### src/rtl/mem_port_arbiter_pkg.sv
// Shared encodings for the IF/MEM unified-RAM port arbiter.
package mem_port_arbiter_pkg;

  localparam int DEF_AW = 32;
  localparam int DEF_DW = 32;

  typedef enum logic [1:0] {
    IDLE  = 2'd0,
    ISSUE = 2'd1,
    RESP  = 2'd2
  } arb_state_e;

  typedef enum logic {
    OWN_IF  = 1'b0,
    OWN_MEM = 1'b1
  } arb_owner_e;

  // MEM wins whenever it asks, unless IF is also waiting and MEM has used up its streak.
  function automatic arb_owner_e pick_owner(input logic if_req,
                                            input logic mem_req,
                                            input logic at_limit);
    if (mem_req && !(if_req && at_limit)) return OWN_MEM;
    return OWN_IF;
  endfunction

endpackage

### src/rtl/mem_port_arbiter_streak_cnt.sv
// Saturating count of back-to-back MEM grants made while IF was left waiting.
module arb_streak_cnt
  import mem_port_arbiter_pkg::*;
#(
  parameter int unsigned LIMIT = 4
) (
  input  logic clk,
  input  logic rst,
  input  logic inc,
  input  logic clr,
  output logic at_limit
);

  localparam logic [3:0] LIMIT_V = 4'(LIMIT);

  logic [3:0] cnt_q;
  logic [3:0] cnt_d;

  // Clear wins over increment; the count never climbs past the limit.
  always_comb begin
    cnt_d = cnt_q;
    if (clr) begin
      cnt_d = 4'd0;
    end else if (inc && (cnt_q < LIMIT_V)) begin
      cnt_d = cnt_q + 4'd1;
    end
  end

  // Count register with synchronous reset.
  always_ff @(posedge clk) begin
    if (rst) begin
      cnt_q <= 4'd0;
    end else begin
      cnt_q <= cnt_d;
    end
  end

  assign at_limit = (cnt_q == LIMIT_V);

endmodule

### src/rtl/mem_port_arbiter.sv
// Arbitrates the single-port unified RAM between instruction fetch and load/store.
module mem_port_arbiter
  import mem_port_arbiter_pkg::*;
#(
  parameter int AW     = DEF_AW,
  parameter int DW     = DEF_DW,
  parameter int STREAK = 4
) (
  input  logic          clk,
  input  logic          rst,

  input  logic          if_req,
  input  logic [AW-1:0] if_addr,
  output logic          if_ack,
  output logic [DW-1:0] if_rdata,
  output logic          if_stall,

  input  logic          mem_req,
  input  logic          mem_we,
  input  logic [3:0]    mem_be,
  input  logic [AW-1:0] mem_addr,
  input  logic [DW-1:0] mem_wdata,
  output logic          mem_ack,
  output logic [DW-1:0] mem_rdata,
  output logic          mem_stall,

  output logic          ram_req,
  output logic          ram_we,
  output logic [3:0]    ram_be,
  output logic [AW-1:0] ram_addr,
  output logic [DW-1:0] ram_wdata,
  input  logic          ram_ack,
  input  logic [DW-1:0] ram_rdata
);

  arb_state_e    state_q,     state_d;
  arb_owner_e    owner_q,     owner_d;
  logic          ram_we_q,    ram_we_d;
  logic [3:0]    ram_be_q,    ram_be_d;
  logic [AW-1:0] ram_addr_q,  ram_addr_d;
  logic [DW-1:0] ram_wdata_q, ram_wdata_d;
  logic [DW-1:0] if_rdata_q,  if_rdata_d;
  logic [DW-1:0] mem_rdata_q, mem_rdata_d;

  arb_owner_e    winner;
  logic          streak_inc;
  logic          streak_clr;
  logic          streak_at_limit;

  arb_streak_cnt #(
    .LIMIT (STREAK)
  ) u_streak (
    .clk      (clk),
    .rst      (rst),
    .inc      (streak_inc),
    .clr      (streak_clr),
    .at_limit (streak_at_limit)
  );

  // Next-state logic: grant and latch in IDLE, wait for the RAM in ISSUE, ack in RESP.
  always_comb begin
    state_d     = state_q;
    owner_d     = owner_q;
    ram_we_d    = ram_we_q;
    ram_be_d    = ram_be_q;
    ram_addr_d  = ram_addr_q;
    ram_wdata_d = ram_wdata_q;
    if_rdata_d  = if_rdata_q;
    mem_rdata_d = mem_rdata_q;
    winner      = OWN_IF;
    streak_inc  = 1'b0;
    streak_clr  = 1'b0;

    unique case (state_q)
      IDLE: begin
        if (if_req || mem_req) begin
          winner  = pick_owner(if_req, mem_req, streak_at_limit);
          owner_d = winner;
          if (winner == OWN_MEM) begin
            ram_we_d    = mem_we;
            ram_be_d    = mem_be;
            ram_addr_d  = mem_addr;
            ram_wdata_d = mem_wdata;
            streak_inc  = if_req;
          end else begin
            ram_we_d    = 1'b0;
            ram_be_d    = 4'd0;
            ram_addr_d  = if_addr;
            ram_wdata_d = '0;
            streak_clr  = 1'b1;
          end
          state_d = ISSUE;
        end
      end
      ISSUE: begin
        if (ram_ack) begin
          if (owner_q == OWN_IF) begin
            if_rdata_d = ram_rdata;
          end else if (!ram_we_q) begin
            mem_rdata_d = ram_rdata;
          end
          state_d = RESP;
        end
      end
      RESP: begin
        state_d = IDLE;
      end
      default: begin
        state_d = IDLE;
      end
    endcase
  end

  // State, latched request and returned-data registers; reset abandons any transaction.
  always_ff @(posedge clk) begin
    if (rst) begin
      state_q     <= IDLE;
      owner_q     <= OWN_IF;
      ram_we_q    <= 1'b0;
      ram_be_q    <= 4'd0;
      ram_addr_q  <= '0;
      ram_wdata_q <= '0;
      if_rdata_q  <= '0;
      mem_rdata_q <= '0;
    end else begin
      state_q     <= state_d;
      owner_q     <= owner_d;
      ram_we_q    <= ram_we_d;
      ram_be_q    <= ram_be_d;
      ram_addr_q  <= ram_addr_d;
      ram_wdata_q <= ram_wdata_d;
      if_rdata_q  <= if_rdata_d;
      mem_rdata_q <= mem_rdata_d;
    end
  end

  assign ram_req   = (state_q == ISSUE);
  assign ram_we    = ram_we_q;
  assign ram_be    = ram_be_q;
  assign ram_addr  = ram_addr_q;
  assign ram_wdata = ram_wdata_q;

  assign if_ack    = (state_q == RESP) && (owner_q == OWN_IF);
  assign mem_ack   = (state_q == RESP) && (owner_q == OWN_MEM);
  assign if_rdata  = if_rdata_q;
  assign mem_rdata = mem_rdata_q;
  assign if_stall  = if_req  & ~if_ack;
  assign mem_stall = mem_req & ~mem_ack;

endmodule

### config.mk
export PLATFORM = sky130hd
export DESIGN_NAME = mem_port_arbiter
export DESIGN_NICKNAME = d
export VERILOG_FILES = /design/src/rtl/mem_port_arbiter_pkg.sv /design/src/rtl/mem_port_arbiter_streak_cnt.sv /design/src/rtl/mem_port_arbiter.sv
export SDC_FILE = /design/constraint.sdc
export NUM_CORES = 1
export LEC_CHECK = 0
export ABC_AREA = 1
export CAP_MARGIN = 5
export CORE_MARGIN = 2
export CORE_UTILIZATION = 41
export CTS_BUF_LIST = sky130_fd_sc_hd__clkbuf_16
export CTS_CLUSTER_DIAMETER = 120
export DETAILED_ROUTE_END_ITERATION = 10
export GPL_ROUTABILITY_DRIVEN = 0
export PLACE_DENSITY = 0.81
export SLEW_MARGIN = 40
export SYNTH_ARGS = -nofsm -noshare
export SYNTH_HDL_FRONTEND = slang
export SYNTH_HIERARCHICAL = 1
export SYNTH_SLANG_ARGS = --single-unit
export TNS_END_PERCENT = 100
### constraint.sdc
create_clock -name clk -period 2.2 [get_ports clk]
set_clock_uncertainty 0.05 [all_clocks]
set_input_delay 0.22 -clock clk [delete_from_list [all_inputs] [get_ports clk]]
set_output_delay 0.22 -clock clk [all_outputs]
set_load 0.01 [all_outputs]
==> impl_metrics.py <==
metrics = {
    "detailed_routing": {
        "drt-pass1-iter-count": 4,
        "viasPerCell": 4.67,
        "ant_nets": 0,
        "drt-total-wl_um": 17000,
        "drc": 0,
        "vias": 6019,
        "initialDrtViolationCount": 347,
        "wl_per_cell_um": 13.2,
    },
    "min_path": {
        "hold_path_class": "in -> reg",
    },
    "cts": {
        "cts_sinks": 140,
        "cts_resized": 0,
        "cts_tree": "built",
        "cts_buffer_depth": 2,
        "postCtsHoldBufs": 0,
        "path_clk_slew_ns": 0.06,
        "h-tree-depth": 4,
        "post-cts-setup-buffers": 0,
        "cts_inserted_buffers": 17,
        "worstSkewPairLatency_ns": 0.41,
        "cts_root_buf": "clkbuf_16",
    },
    "setup_path": {
        "arrival_ns": 1.73,
        "cp-end-kind": "output pin",
        "criticalPathCategory": "reg -> out",
        "path_max_fanout": 4,
        "startpoint_type": "flop",
        "critPathRequiredTime_ns": 1.93,
    },
    "floorplanning": {
        "core-area_um2": 13800,
        "dieHeight_um": 123,
        "die-area_um2": 15000,
        "die_w_um": 123,
        "io-pin-count": 276,
        "rows": 43,
        "initial_core_util": 0.418,
    },
    "synthesis": {
        "synthesis.nets": 980,
        "yosysSeqAreaShare": 0.485,
        "synth_cell_types": 18,
        "syn-cell-area_um2": 5770,
        "avgSynthCellArea_um2": 6.87,
        "synth_top_area_cell": "dfxtp_1",
        "yosysWarnings": 6,
        "synth_top_area_frac": 0.485,
        "synth.area.top_cells": "dfxtp_1 49%, nand2_1 20%, nor2_1 8.9%",
        "synth-seq-cells": 140,
        "synthCells": 840,
    },
    "power": {
        "vdd_ir_drop_max_mv": 0.481,
        "seqPwrFrac": 0.388,
        "sw_frac_of_total": 0.238,
        "power.share.clock": 0.440,
        "internal_power_mw": 5.45,
        "p_comb_frac": 0.172,
        "finalPower_mw": 7.16,
        "p_sw_mw": 1.70,
        "cellLeakagePower_nw": 3.88,
        "powerDensity_nw_per_um2": 770,
    },
    "sta": {
        "finalSetupViolCount": 0,
        "hold_viol_final": 0,
        "period_needed_ns": 2.00,
        "timing.fmax_mhz": 500,
        "tns_ns": 0,
        "drv_slew": 0,
        "holdWs_ns": 0.217,
        "rsz0062_at_grt": "false",
        "slew_headroom": 0.644,
        "worstMarginPinSlew_ns": 0.534,
        "finalCritPeriodShare": 0.908,
    },
    "status": {
        "status": "complete, no violations",
    },
    "global_routing": {
        "grt_pass1_vias": 5536,
        "grt_max_degree": 65,
        "antenna_found_initial": 0,
        "overflow": 0,
        "grt_pass1_wl_um": 26700,
        "track_usage": 0.224,
    },
    "cells_and_area": {
        "final_cells": 1289,
        "fillers": 1221,
        "syn_to_final_growth_pct": 60.9,
        "final_area_um2": 9290,
        "seqCellArea_um2": 2800,
        "multi_input_area_um2": 2510,
        "fin_nets": 1236,
        "drive_gt1_frac": 0.0532,
        "diodes": 0,
    },
    "place": {
        "io_buffers": 275,
        "place_area_um2": 8640,
        "dp_hpwl_um": 12000,
        "dp.cells": 1257,
    },
    "flow_run": {
        "maxCapViolCount": 0,
    },
}
[metrics by stage]
step | utilization | worst slack [ns]
6_report | 0.672 | 0.201
5_1_grt | 0.672 | 0.0901
4_1_cts | 0.672 | 0.196
3_5_place_dp | 0.625 | 0.295
3_3_place_gp | 0.625 | 0.335
2_1_floorplan | - | 0.542
[power groups by stage]
stage	clock network (mW)	logic, mW	registers (mW)
6_report	3.15	1.23	2.77
5_1_grt	3.33	1.35	2.79
4_1_cts	3.21	1.24	2.77
3_5_place_dp	0	1.23	2.83
3_3_place_gp	0	1.22	2.82
2_1_floorplan	0	0.493	2.89
[worst paths after layout]
check | start | end | slack, ns | depth (start not counted)
worst min register to register | ram_wdata[31] | ram_wdata[31] | 0.41 | 2
worst max register to register | u_streak/cnt_q[0] | u_streak/cnt_q[0] | 0.40 | 12
worst min-delay path | rst | mem_rdata[10] | 0.22 | 4
worst max-delay path | state_q[1] | if_stall | 0.20 | 4
[layout make-up]
type	count	area share
clock buffers	17	0.0458
repair buffers	291	0.314
well taps	180	0.0242
clock inverters	15	0.0246
flip-flops and latches	140	0.302
multi-input cells	598	0.270
inverters	48	0.0194
[layout by cell type, fill, tap and decap left out, drive strengths merged]
| master | synthesis | routed |
|---|---|---|
| nor2 | 143 | 143 |
| nand2 | 304 | 304 |
| inv | 48 | 50 |
| dfxtp | 140 | 140 |
| buf | 40 | 17 |
| clkinvlp | 0 | 2 |
| clkdlybuf4s50 | 0 | 274 |
| a21oi | 74 | 74 |
| clkinv | 0 | 5 |
| o21ai | 3 | 3 |
| bufinv | 0 | 6 |
| clkbuf | 14 | 17 |
| nand3 | 72 | 72 |
| ha | 2 | 2 |
[metal layers]
metal	GRT usage	up-vias	part of all wire
li1	-	3109	-
met1	0.258	2687	0.40
met2	0.377	192	0.49
met3	0.0716	31	0.078
met4	0.101	0	0.026
met5	0	-	0
[worst max-delay path, stage by stage (launching register included)]
cell,delay (ns)
dfxtp_1,0.41
nand2_1,0.19
o21ai_0,0.20
inv_1,0.06
clkdlybuf4s50_1,0.47
[Yosys cell counts (all sizes together)]
master  number
a21oi       74
buf         40
clkbuf      14
dfxtp      140
ha           2
inv         48
nand2      304
nand3       72
nor2       143
o21ai        3
[sequential cells by signal (all words and copies together), names as in the netlist]
signal,cells
if_rdata,32
mem_rdata,32
owner_q,1
ram_addr,32
ram_be,4
ram_wdata,32
ram_we,1
state_q,2
u_streak/cnt_q,4
[cell families after synthesis]
family | Yosys count | synth area share
AOI/OAI and AO/OA | 77 | 0.0687
adders and majority gates | 2 | 0.00433
buffers and inverters | 102 | 0.0797
and+or+nand+nor | 519 | 0.362
DFF | 140 | 0.485
Note: power is estimated with default switching activity, not from simulation.
